--- src/rtl/fu_mul_sequencer.sv ---
// ---------------------------------------------------------------------------
// fu_mul_sequencer
//
// Multi-cycle 32x32 unsigned multiplier (low 32 bits of the product) built on
// top of the shared ALU/shifter function unit. No multiplier array exists
// here. For each set bit i of the multiplier, the block runs two steps on the
// function unit:
//   SHIFT: shreg = mcand << i   (shifter, FS_SHL)
//   ADD  : acc   = acc + shreg  (ALU, FS_ADD)
// The top level routes the function-unit inputs to this block while fu_own=1.
//
// Handshake (both sides): a transfer happens on a rising clk edge where
// valid and ready are both 1. The producer holds its data stable while
// valid=1 and ready=0. req_ready is high only in IDLE. resp_valid is high
// only in DONE, and resp_product/resp_ovf stay constant until resp_ready.
//
// Latency: if the request is accepted in cycle 0 and p = popcount(req_b),
// resp_valid first goes high in cycle 3p+2.
//
// Optional build macro: FU_MUL_OVF_EN
//   defined   -> resp_ovf=1 iff the full 64-bit product exceeds 2^32-1
//   undefined -> no overflow logic; resp_ovf tied to 0
//
// Ports:
//   clk, rst_n               clock (rising edge), async active-low reset
//   req_valid/req_ready      request handshake
//   req_a, req_b             multiplicand, multiplier
//   resp_valid/resp_ready    response handshake
//   resp_product, resp_ovf   low 32 bits of product, overflow flag
//   fu_own                   block drives the function unit this cycle
//   fu_a, fu_b, fu_fs, fu_sh function-unit operand/select outputs
//   fu_out, fu_c             function-unit result and carry flag
// ---------------------------------------------------------------------------
module fu_mul_sequencer #(
  parameter logic [4:0] FS_ADD = 5'b00010,
  parameter logic [4:0] FS_SHL = 5'b11000
) (
  input  logic        clk,
  input  logic        rst_n,
  input  logic        req_valid,
  output logic        req_ready,
  input  logic [31:0] req_a,
  input  logic [31:0] req_b,
  output logic        resp_valid,
  input  logic        resp_ready,
  output logic [31:0] resp_product,
  output logic        resp_ovf,
  output logic        fu_own,
  output logic [31:0] fu_a,
  output logic [31:0] fu_b,
  output logic [4:0]  fu_fs,
  output logic [4:0]  fu_sh,
  input  logic [31:0] fu_out,
  input  logic        fu_c
);

  typedef enum logic [2:0] {
    IDLE  = 3'd0,
    SCAN  = 3'd1,
    SHIFT = 3'd2,
    ADD   = 3'd3,
    DONE  = 3'd4
  } state_t;

  state_t      state;
  state_t      state_nxt;

  logic [31:0] acc;
  logic [31:0] mcand;
  logic [31:0] mplier;
  logic [31:0] shreg;
  logic [4:0]  idx;
  logic [4:0]  low_idx;
  logic        accept;

  assign accept = (state == IDLE) && req_valid;

  // Index of the lowest set bit of mplier. Scanning from the top down lets
  // the last match (the lowest bit) win.
  always_comb begin
    low_idx = 5'd0;
    for (int i = 31; i >= 0; i--) begin
      if (mplier[i]) low_idx = i[4:0];
    end
  end

  // State register
  always_ff @(posedge clk or negedge rst_n) begin
    if (!rst_n) state <= IDLE;
    else        state <= state_nxt;
  end

  // Next state and all combinational outputs
  always_comb begin
    state_nxt    = state;
    req_ready    = 1'b0;
    resp_valid   = 1'b0;
    resp_product = 32'd0;
    fu_own       = 1'b0;
    fu_a         = 32'd0;
    fu_b         = 32'd0;
    fu_fs        = FS_ADD;
    fu_sh        = 5'd0;
    case (state)
      IDLE: begin
        req_ready = 1'b1;
        if (req_valid) state_nxt = SCAN;
      end
      SCAN: begin
        if (mplier == 32'd0) state_nxt = DONE;
        else                 state_nxt = SHIFT;
      end
      SHIFT: begin
        fu_own    = 1'b1;
        fu_fs     = FS_SHL;
        fu_b      = mcand;
        fu_sh     = idx;
        state_nxt = ADD;
      end
      ADD: begin
        fu_own    = 1'b1;
        fu_fs     = FS_ADD;
        fu_a      = acc;
        fu_b      = shreg;
        state_nxt = SCAN;
      end
      DONE: begin
        resp_valid   = 1'b1;
        resp_product = acc;
        if (resp_ready) state_nxt = IDLE;
      end
      default: state_nxt = IDLE;
    endcase
  end

  // Datapath registers
  always_ff @(posedge clk or negedge rst_n) begin
    if (!rst_n) begin
      acc    <= 32'd0;
      mcand  <= 32'd0;
      mplier <= 32'd0;
      shreg  <= 32'd0;
      idx    <= 5'd0;
    end else begin
      case (state)
        IDLE: begin
          if (accept) begin
            mcand  <= req_a;
            mplier <= req_b;
            acc    <= 32'd0;
          end
        end
        SCAN: begin
          if (mplier != 32'd0) begin
            idx    <= low_idx;
            // x & (x-1) clears exactly the lowest set bit
            mplier <= mplier & (mplier - 32'd1);
          end
        end
        SHIFT:   shreg <= fu_out;
        ADD:     acc   <= fu_out;
        default: ;
      endcase
    end
  end

`ifdef FU_MUL_OVF_EN
  logic       ovf;
  logic [5:0] lost_sh;
  logic       shift_lost;

  // Bits of mcand pushed past bit 31 by a left shift of idx are the top idx
  // bits, i.e. mcand >> (32-idx). idx=0 loses nothing.
  assign lost_sh    = 6'd32 - {1'b0, idx};
  assign shift_lost = (idx != 5'd0) && ((mcand >> lost_sh) != 32'd0);

  always_ff @(posedge clk or negedge rst_n) begin
    if (!rst_n) begin
      ovf <= 1'b0;
    end else begin
      case (state)
        IDLE:    if (accept) ovf <= 1'b0;
        SHIFT:   if (shift_lost) ovf <= 1'b1;
        ADD:     if (fu_c) ovf <= 1'b1;
        default: ;
      endcase
    end
  end

  assign resp_ovf = (state == DONE) && ovf;
`else
  logic unused_fu_c;
  assign unused_fu_c = fu_c;
  assign resp_ovf    = 1'b0;
`endif

endmodule

--- config.mk ---
export PLATFORM = sky130hd
export DESIGN_NAME = fu_mul_sequencer
export DESIGN_NICKNAME = d
export VERILOG_FILES = /design/src/rtl/fu_mul_sequencer.sv
export SDC_FILE = /design/constraint.sdc
export NUM_CORES = 1
export LEC_CHECK = 0
export CAP_MARGIN = 30
export CORE_ASPECT_RATIO = 0.8
export CORE_UTILIZATION = 43
export DETAILED_ROUTE_END_ITERATION = 10
export HOLD_SLACK_MARGIN = 0.12
export PLACE_DENSITY = 0.89
export SETUP_SLACK_MARGIN = 0.5
export SLEW_MARGIN = 20
export SYNTH_ARGS = -nofsm -noshare
export SYNTH_HDL_FRONTEND = slang
export SYNTH_SLANG_ARGS = --single-unit
--- constraint.sdc ---
create_clock -name clk -period 1.8 [get_ports clk]
set_input_delay 0.36 -clock clk [delete_from_list [all_inputs] [get_ports clk]]
set_output_delay 0.36 -clock clk [all_outputs]
set_load 0.01 [all_outputs]
==> impl_metrics.json, run 1 <==
{
  "status": "complete, but fails checks",
  "violations": "setup timing",
  "finalHoldViolations": 0,
  "rsz0062_at_grt": "yes",
  "timing.fmax_ghz": 0.420,
  "mostFrequentLayoutCell": "buf_6",
  "pre_cts_ws_ns": -0.373,
  "critPathArrivalTime_ns": 2.02,
  "cts.sinks": 136,
  "place_congestion": 0.933,
  "start_util": 0.439,
  "first_global_vias": 8264,
  "avgViaCountPerCell": 6.56,
  "grt_pass1_wl_mm": 49.8,
  "p_clk_frac": 0.133,
  "netlist_area_sq_um": 6920,
  "multi_input_area_sq_um": 4950,
  "power_switching_mw": 12.7,
  "cts.clk_slew.worst_paths_ns": 0.06,
  "dieArea_sq_um": 16600,
  "worst_path_most_repeated_cell": "buf_12",
  "io_pins": 211,
  "io_buffers": 206,
  "yosysWarningCount": 0,
  "ir_drop_v": 0.00148,
  "cts_tree": "yes",
  "layout_setup_ws_ns": -0.580,
  "required_ns": 1.44,
  "drtIter0Drc": 1089,
  "grt_util_met2": 0.647,
  "grt.total_usage": 0.416,
  "start_kind": "flop",
  "p_seq_frac": 0.223,
  "power.density_nw_per_um2": 2060,
  "slew_headroom": 0.500,
  "wl_per_cell_um": 31.3,
  "grt_max_degree": 66,
  "rows": 41,
  "htreeDepth": 4,
  "drt-pass1-iter-count": 8,
  "fill_cells": 564,
  "layout_common_cells": "buf_6, dfrtp_1, clkdlybuf4s50_1",
  "drive_gt1_frac": 0.619,
  "finalClockSkew_ns": 0.00831,
  "path_cells": "buf_12 -> buf_6 -> buf_12 -> buf_16 -> mux2i_1 -> nor2_2 -> buf_2",
  "core_region_area_sq_um": 15700,
  "comb_power_share": 0.644,
  "seq_area_sq_um": 3420,
  "crit_buf_inv": 5,
  "final_nets": 1194,
  "antenna_left": 0,
  "ys_top_cells_by_area": "dfrtp_1, nand2_1, a22o_1",
  "critical-path-top-delay-family": "buffers and inverters",
  "worst-setup-path-type": "flop to output pin",
  "clkLatencyLatePin_ns": 0.45,
  "die_w_um": 144,
  "avgSynthCellArea_sq_um": 9.78,
  "synth_area_leader_cell": "dfrtp_1",
  "use_met1": 0.509,
  "grtUsageMet3": 0.128,
  "ys_seq_area_frac": 0.492,
  "slowest_delay_ns": 0.52,
  "swShare": 0.435,
  "finish.utilization": 0.898,
  "p_leak_nw": 6.42,
  "setup_viol_count_final": 234,
  "area_growth_syn_to_layout_pct": 104,
  "dp_hpwl_mm": 17.2,
  "rrSetupSlack_ns": -0.57,
  "ys_seq_elements": 136,
  "busiest_layer": "met2",
  "dieHeight_um": 115,
  "cts_buffers": 17,
  "fin_crit_sh": 1.32,
  "crit_fanout": 5,
  "grt-ovfl-total": 0,
  "ys.flop_type": "dfrtp_1",
  "intPower_mw": 16.5,
  "clock_path_buffers": 2,
  "synth_top_area_frac": 0.492,
  "period_minus_slack_ns": 2.38,
  "finalMaxSlewViolations": 0,
  "cts-root-buf": "clkbuf_16",
  "worst_pin_slew_ns": 0.741,
  "slowest_stage": "dfrtp_4",
  "wl_mm": 41.5,
  "hold_class": "input pin to asynchronous set/reset pin",
  "drc_errors": 0,
  "antenna_found_initial": 5,
  "cp-end-kind": "output pin",
  "synthDistinctLibCells": 58,
  "synth_edf_count": 0,
  "netlist_instances": 707,
  "async_flop_share": 1.00,
  "num_vias": 8691,
  "cap_viol_max_count": 0
}
-- power by group through the flow --
stage	Sequential, mW	Clock (mW)	Combinational (mW)
finish	6.50	3.89	18.8
global route	6.53	4.02	19.2
CTS	6.02	3.81	15.6
detailed placement	5.90	0	11.5
global placement	5.82	0	11.2
floorplan	5.70	0	7.37
-- sequential cells by signal (all words and copies together) (netlist names) --
signal  count
acc        32
mcand      32
mplier     32
shreg      32
idx         5
state       3
-- final timing paths --
| check | cells after the start | to | start |
|---|---|---|---|
| max | 7 | fu_b[12] | state[0]$_DFFE_PN0P_ |
| min | 2 | mplier[5]$_DFFE_PN0P_ | rst_n |
| max reg2reg | 12 | mplier[16]$_DFFE_PN0P_ | state[0]$_DFFE_PN0P_ |
| min reg2reg | 2 | mcand[6]$_DFFE_PN0P_ | mcand[6]$_DFFE_PN0P_ |
| max in group asynchronous | 3 | state[0]$_DFFE_PN0P_ | rst_n |
| min in group clk | 3 | mcand[6]$_DFFE_PN0P_ | req_a[6] |
-- through the flow --
step	cells	instance area (sq um)	TNS [ns]	power, mW	hold slack [ns]
3_3_place_gp	1180	10700	-28.28	17.0	0.227
5_1_grt	1321	14100	-70.45	29.8	0.361
4_1_cts	1302	13400	-37.75	25.4	0.346
2_1_floorplan	709	8050	-0.117	13.1	0.0644
3_5_place_dp	1180	10700	-34.13	17.4	0.228
6_report	1324	14100	-66.25	29.2	0.339
-- final cells by class --
| type | count | area share |
|---|---|---|
| multi-input cells | 513 | 0.350 |
| repair buffers | 413 | 0.339 |
| flip-flops and latches | 136 | 0.242 |
| clock buffers | 20 | 0.0330 |
| well taps | 215 | 0.0190 |
| clock inverters | 12 | 0.0121 |
| inverters | 12 | 0.00478 |
| diodes | 3 | 0.000531 |
-- per-layer routing --
metal	wire, um	share of wire
met5	29	0.00070
met2	18100	0.44
met4	3540	0.085
met1	13700	0.33
met3	6060	0.15
-- cells by family (layout without fill, tap and decap cells) --
| kind of cell | after synthesis | in the layout | share of synthesized area |
|---|---|---|---|
| flops | 136 | 136 | 0.492 |
| buf+inv | 61 | 457 | 0.0392 |
| other cells | 1 | 6 | 0.000542 |
| compound gates | 131 | 131 | 0.142 |
| simple gates | 314 | 315 | 0.228 |
| mux | 64 | 64 | 0.0984 |
-- worst register-to-register path, stage by stage, from the launching register on --
cell	delay (ns)
dfrtp_4	0.52
buf_6	0.15
buf_12	0.14
buf_6	0.12
nor3_4	0.13
and2_4	0.21
buf_6	0.12
buf_6	0.09
buf_6	0.10
buf_16	0.12
buf_6	0.10
nand2_1	0.23
o21ai_1	0.24
-- synthesized netlist by cell type, types with 2 or more instances --
cell type / number
o21ai_0: 26
dfrtp_1: 136
nor4_4: 4
a31oi_1: 5
a21oi_1: 11
a22o_1: 43
buf_4: 6
and4_1: 3
clkbuf_1: 30
a32oi_1: 4
mux2i_1: 32
nor2_1: 58
nor4_1: 7
nor3_1: 8
o22ai_1: 4
buf_1: 2
a211oi_1: 2
nor3b_1: 2
and3_1: 38
o311ai_0: 4
nand2b_1: 6
inv_1: 11
a22oi_1: 2
o311ai_1: 3
o21ai_1: 4
nand2_1: 136
nor4_2: 2
buf_2: 10
nand3_1: 2
or3_1: 3
or4_1: 7
and2_1: 33
mux2_2: 32
o31ai_1: 7
-- repair_timing --
item | 4_1_cts | 5_1_grt
hold buffers | 1 | 0
pin swaps | 101 | 77
resized for setup | 733 | 145
gates cloned | 23 | 1
endpoints found under the hold margin | 71 | 0
setup endpoints to repair | 242 | 243
setup buffers | 66 | 18
Power figures use the tool's default switching activity.
==> inputs of run 2 (changes only) <==
Settings changed: REMOVE_ABC_BUFFERS from default to 1.
==> run 2 against run 1 <==
- total power down 16%
- the run still ends with setup timing left
- utilization down 8.6 points
- first-iteration DRC count down 34%
- sequential power shrank 9.7%
- via count shrank 11%
- final cell count is 1.8% lower
- wire length is 24% lower
- clock power fell by 2%
- global-route usage shrank 9.8 points
==> impl_metrics.json, run 2 (same netlist as run 1, synthesis figures left out) <==
{
  "critPathArrivalTime_ns": 1.98,
  "grt_max_degree": 48,
  "layout_common_cells": "dfrtp_1, buf_6, clkdlybuf4s50_1",
  "finalMaxSlewViolations": 0,
  "place_congestion": 0.941,
  "finish.utilization": 0.812,
  "fill_cells": 832,
  "crit_buf_inv": 5,
  "cts_tree": "yes",
  "rows": 41,
  "cts.sinks": 136,
  "drive_gt1_frac": 0.506,
  "power.density_nw_per_um2": 1910,
  "wl_mm": 31.3,
  "setup_viol_count_final": 231,
  "first_global_vias": 7381,
  "mostFrequentLayoutCell": "dfrtp_1",
  "drc_errors": 0,
  "status": "complete, but fails checks",
  "io_buffers": 206,
  "start_kind": "flop",
  "dieArea_sq_um": 16600,
  "layout_setup_ws_ns": -0.543,
  "grt_pass1_wl_mm": 39.7,
  "finalHoldViolations": 0,
  "grt.total_usage": 0.318,
  "drtIter0Drc": 720,
  "power.total_mw": 24.4,
  "worst_pin_slew_ns": 0.525,
  "final_nets": 1172,
  "die_w_um": 144,
  "cts_buffers": 17,
  "fin_crit_sh": 1.30,
  "p_leak_nw": 6.14,
  "slowest_delay_ns": 0.49,
  "dp_hpwl_mm": 15.8,
  "rsz0062_at_grt": "yes",
  "path_cells": "buf_4 -> buf_6 -> buf_8 -> buf_12 -> mux2i_1 -> nor2_1 -> buf_2",
  "dieHeight_um": 115,
  "cts-root-buf": "clkbuf_16",
  "crit_fanout": 5,
  "timing.fmax_ghz": 0.427,
  "slowest_stage": "dfrtp_4",
  "wl_per_cell_um": 24.1,
  "slew_headroom": 0.645,
  "violations": "setup timing",
  "worst-setup-path-type": "flop to output pin",
  "num_vias": 7758,
  "required_ns": 1.44,
  "cts.clk_slew.worst_paths_ns": 0.06,
  "core_region_area_sq_um": 15700,
  "clkLatencyLatePin_ns": 0.43,
  "cp-end-kind": "output pin",
  "critical-path-top-delay-family": "buffers and inverters",
  "drt-pass1-iter-count": 6,
  "setup-tns-final_ns": -66.83,
  "area_growth_syn_to_layout_pct": 84.8,
  "hold_class": "input pin to asynchronous set/reset pin",
  "finalClockSkew_ns": 0.00922,
  "ir_drop_v": 0.000961,
  "io_pins": 211,
  "avgViaCountPerCell": 5.97,
  "period_minus_slack_ns": 2.34,
  "grt-ovfl-total": 0,
  "antenna_left": 0,
  "htreeDepth": 4,
  "antenna_found_initial": 1,
  "cap_viol_max_count": 0,
  "clock_path_buffers": 2,
  "start_util": 0.439
}
## run 2: changes by cell type in the layout (fill, tap and decap cells not counted), sizes merged
cell and change:
buf -33, nor2 -1, inv -2, clkinvlp +2, clkinv -2, diode -2, clkbuf +14
## run 2: metal layers
metal | track usage | wire, um
met1 | 0.413 | 12200
met2 | 0.517 | 14700
met3 | 0.0674 | 2700
met4 | 0.136 | 1690
met5 | 0 | 0
## run 2: path summary, 6_finish.rpt
kind                                               end  slack (ns)                  from  cells past startpoint
worst max register to register   mplier[8]$_DFFE_PN0P_       -0.34  state[0]$_DFFE_PN0P_                     11
worst min register to register    mcand[5]$_DFFE_PN0P_        0.47  mcand[5]$_DFFE_PN0P_                      2
max in group asynchronous           acc[7]$_DFFE_PN0P_        0.86                 rst_n                      3
worst max-delay path                           fu_b[3]       -0.54  state[0]$_DFFE_PN0P_                      7
min in group clk                mplier[17]$_DFFE_PN0P_        0.46             req_b[17]                      3
worst min-delay path             mplier[0]$_DFFE_PN0P_        0.35                 rst_n                      2
## run 2: layout make-up
class / instances / area [sq um] / area share
repair buffers: 392 / 4230 / 0.331
multi-input cells: 512 / 4160 / 0.325
flip-flops and latches: 136 / 3410 / 0.267
well taps: 215 / 269 / 0.0210
diodes: 1 / 2.50 / 0.000196
clock inverters: 10 / 168 / 0.0131
clock buffers: 22 / 474 / 0.0371
inverters: 12 / 68.8 / 0.00538
## run 2: repair_timing
action / in CTS / in global routing
cloned: 12 / 16
hold buffers: 1 / 0
gates resized for setup: 628 / 220
pin swaps: 44 / 97
endpoints found under the setup margin: 242 / 243
hold endpoints to repair: 111 / 0
buffers inserted: 42 / 16
## run 2: through the flow
stage | instances | setup slack (ns) | hold slack (ns) | instance area (sq um)
3_3_place_gp | 1180 | -0.231 | 0.228 | 9860
3_5_place_dp | 1180 | -0.262 | 0.229 | 9860
4_1_cts | 1267 | -0.421 | 0.361 | 11400
6_report | 1300 | -0.543 | 0.348 | 12800
2_1_floorplan | 660 | -2.62 | 0.0644 | 6700
5_1_grt | 1300 | -0.548 | 0.375 | 12800
## run 2: power by group
part / switching (mW) / internal [mW] / leakage (nW)
clock: 1.40 / 2.43 / 0.299
sequential: 1.34 / 4.53 / 1.68
combinational: 7.17 / 7.57 / 4.16
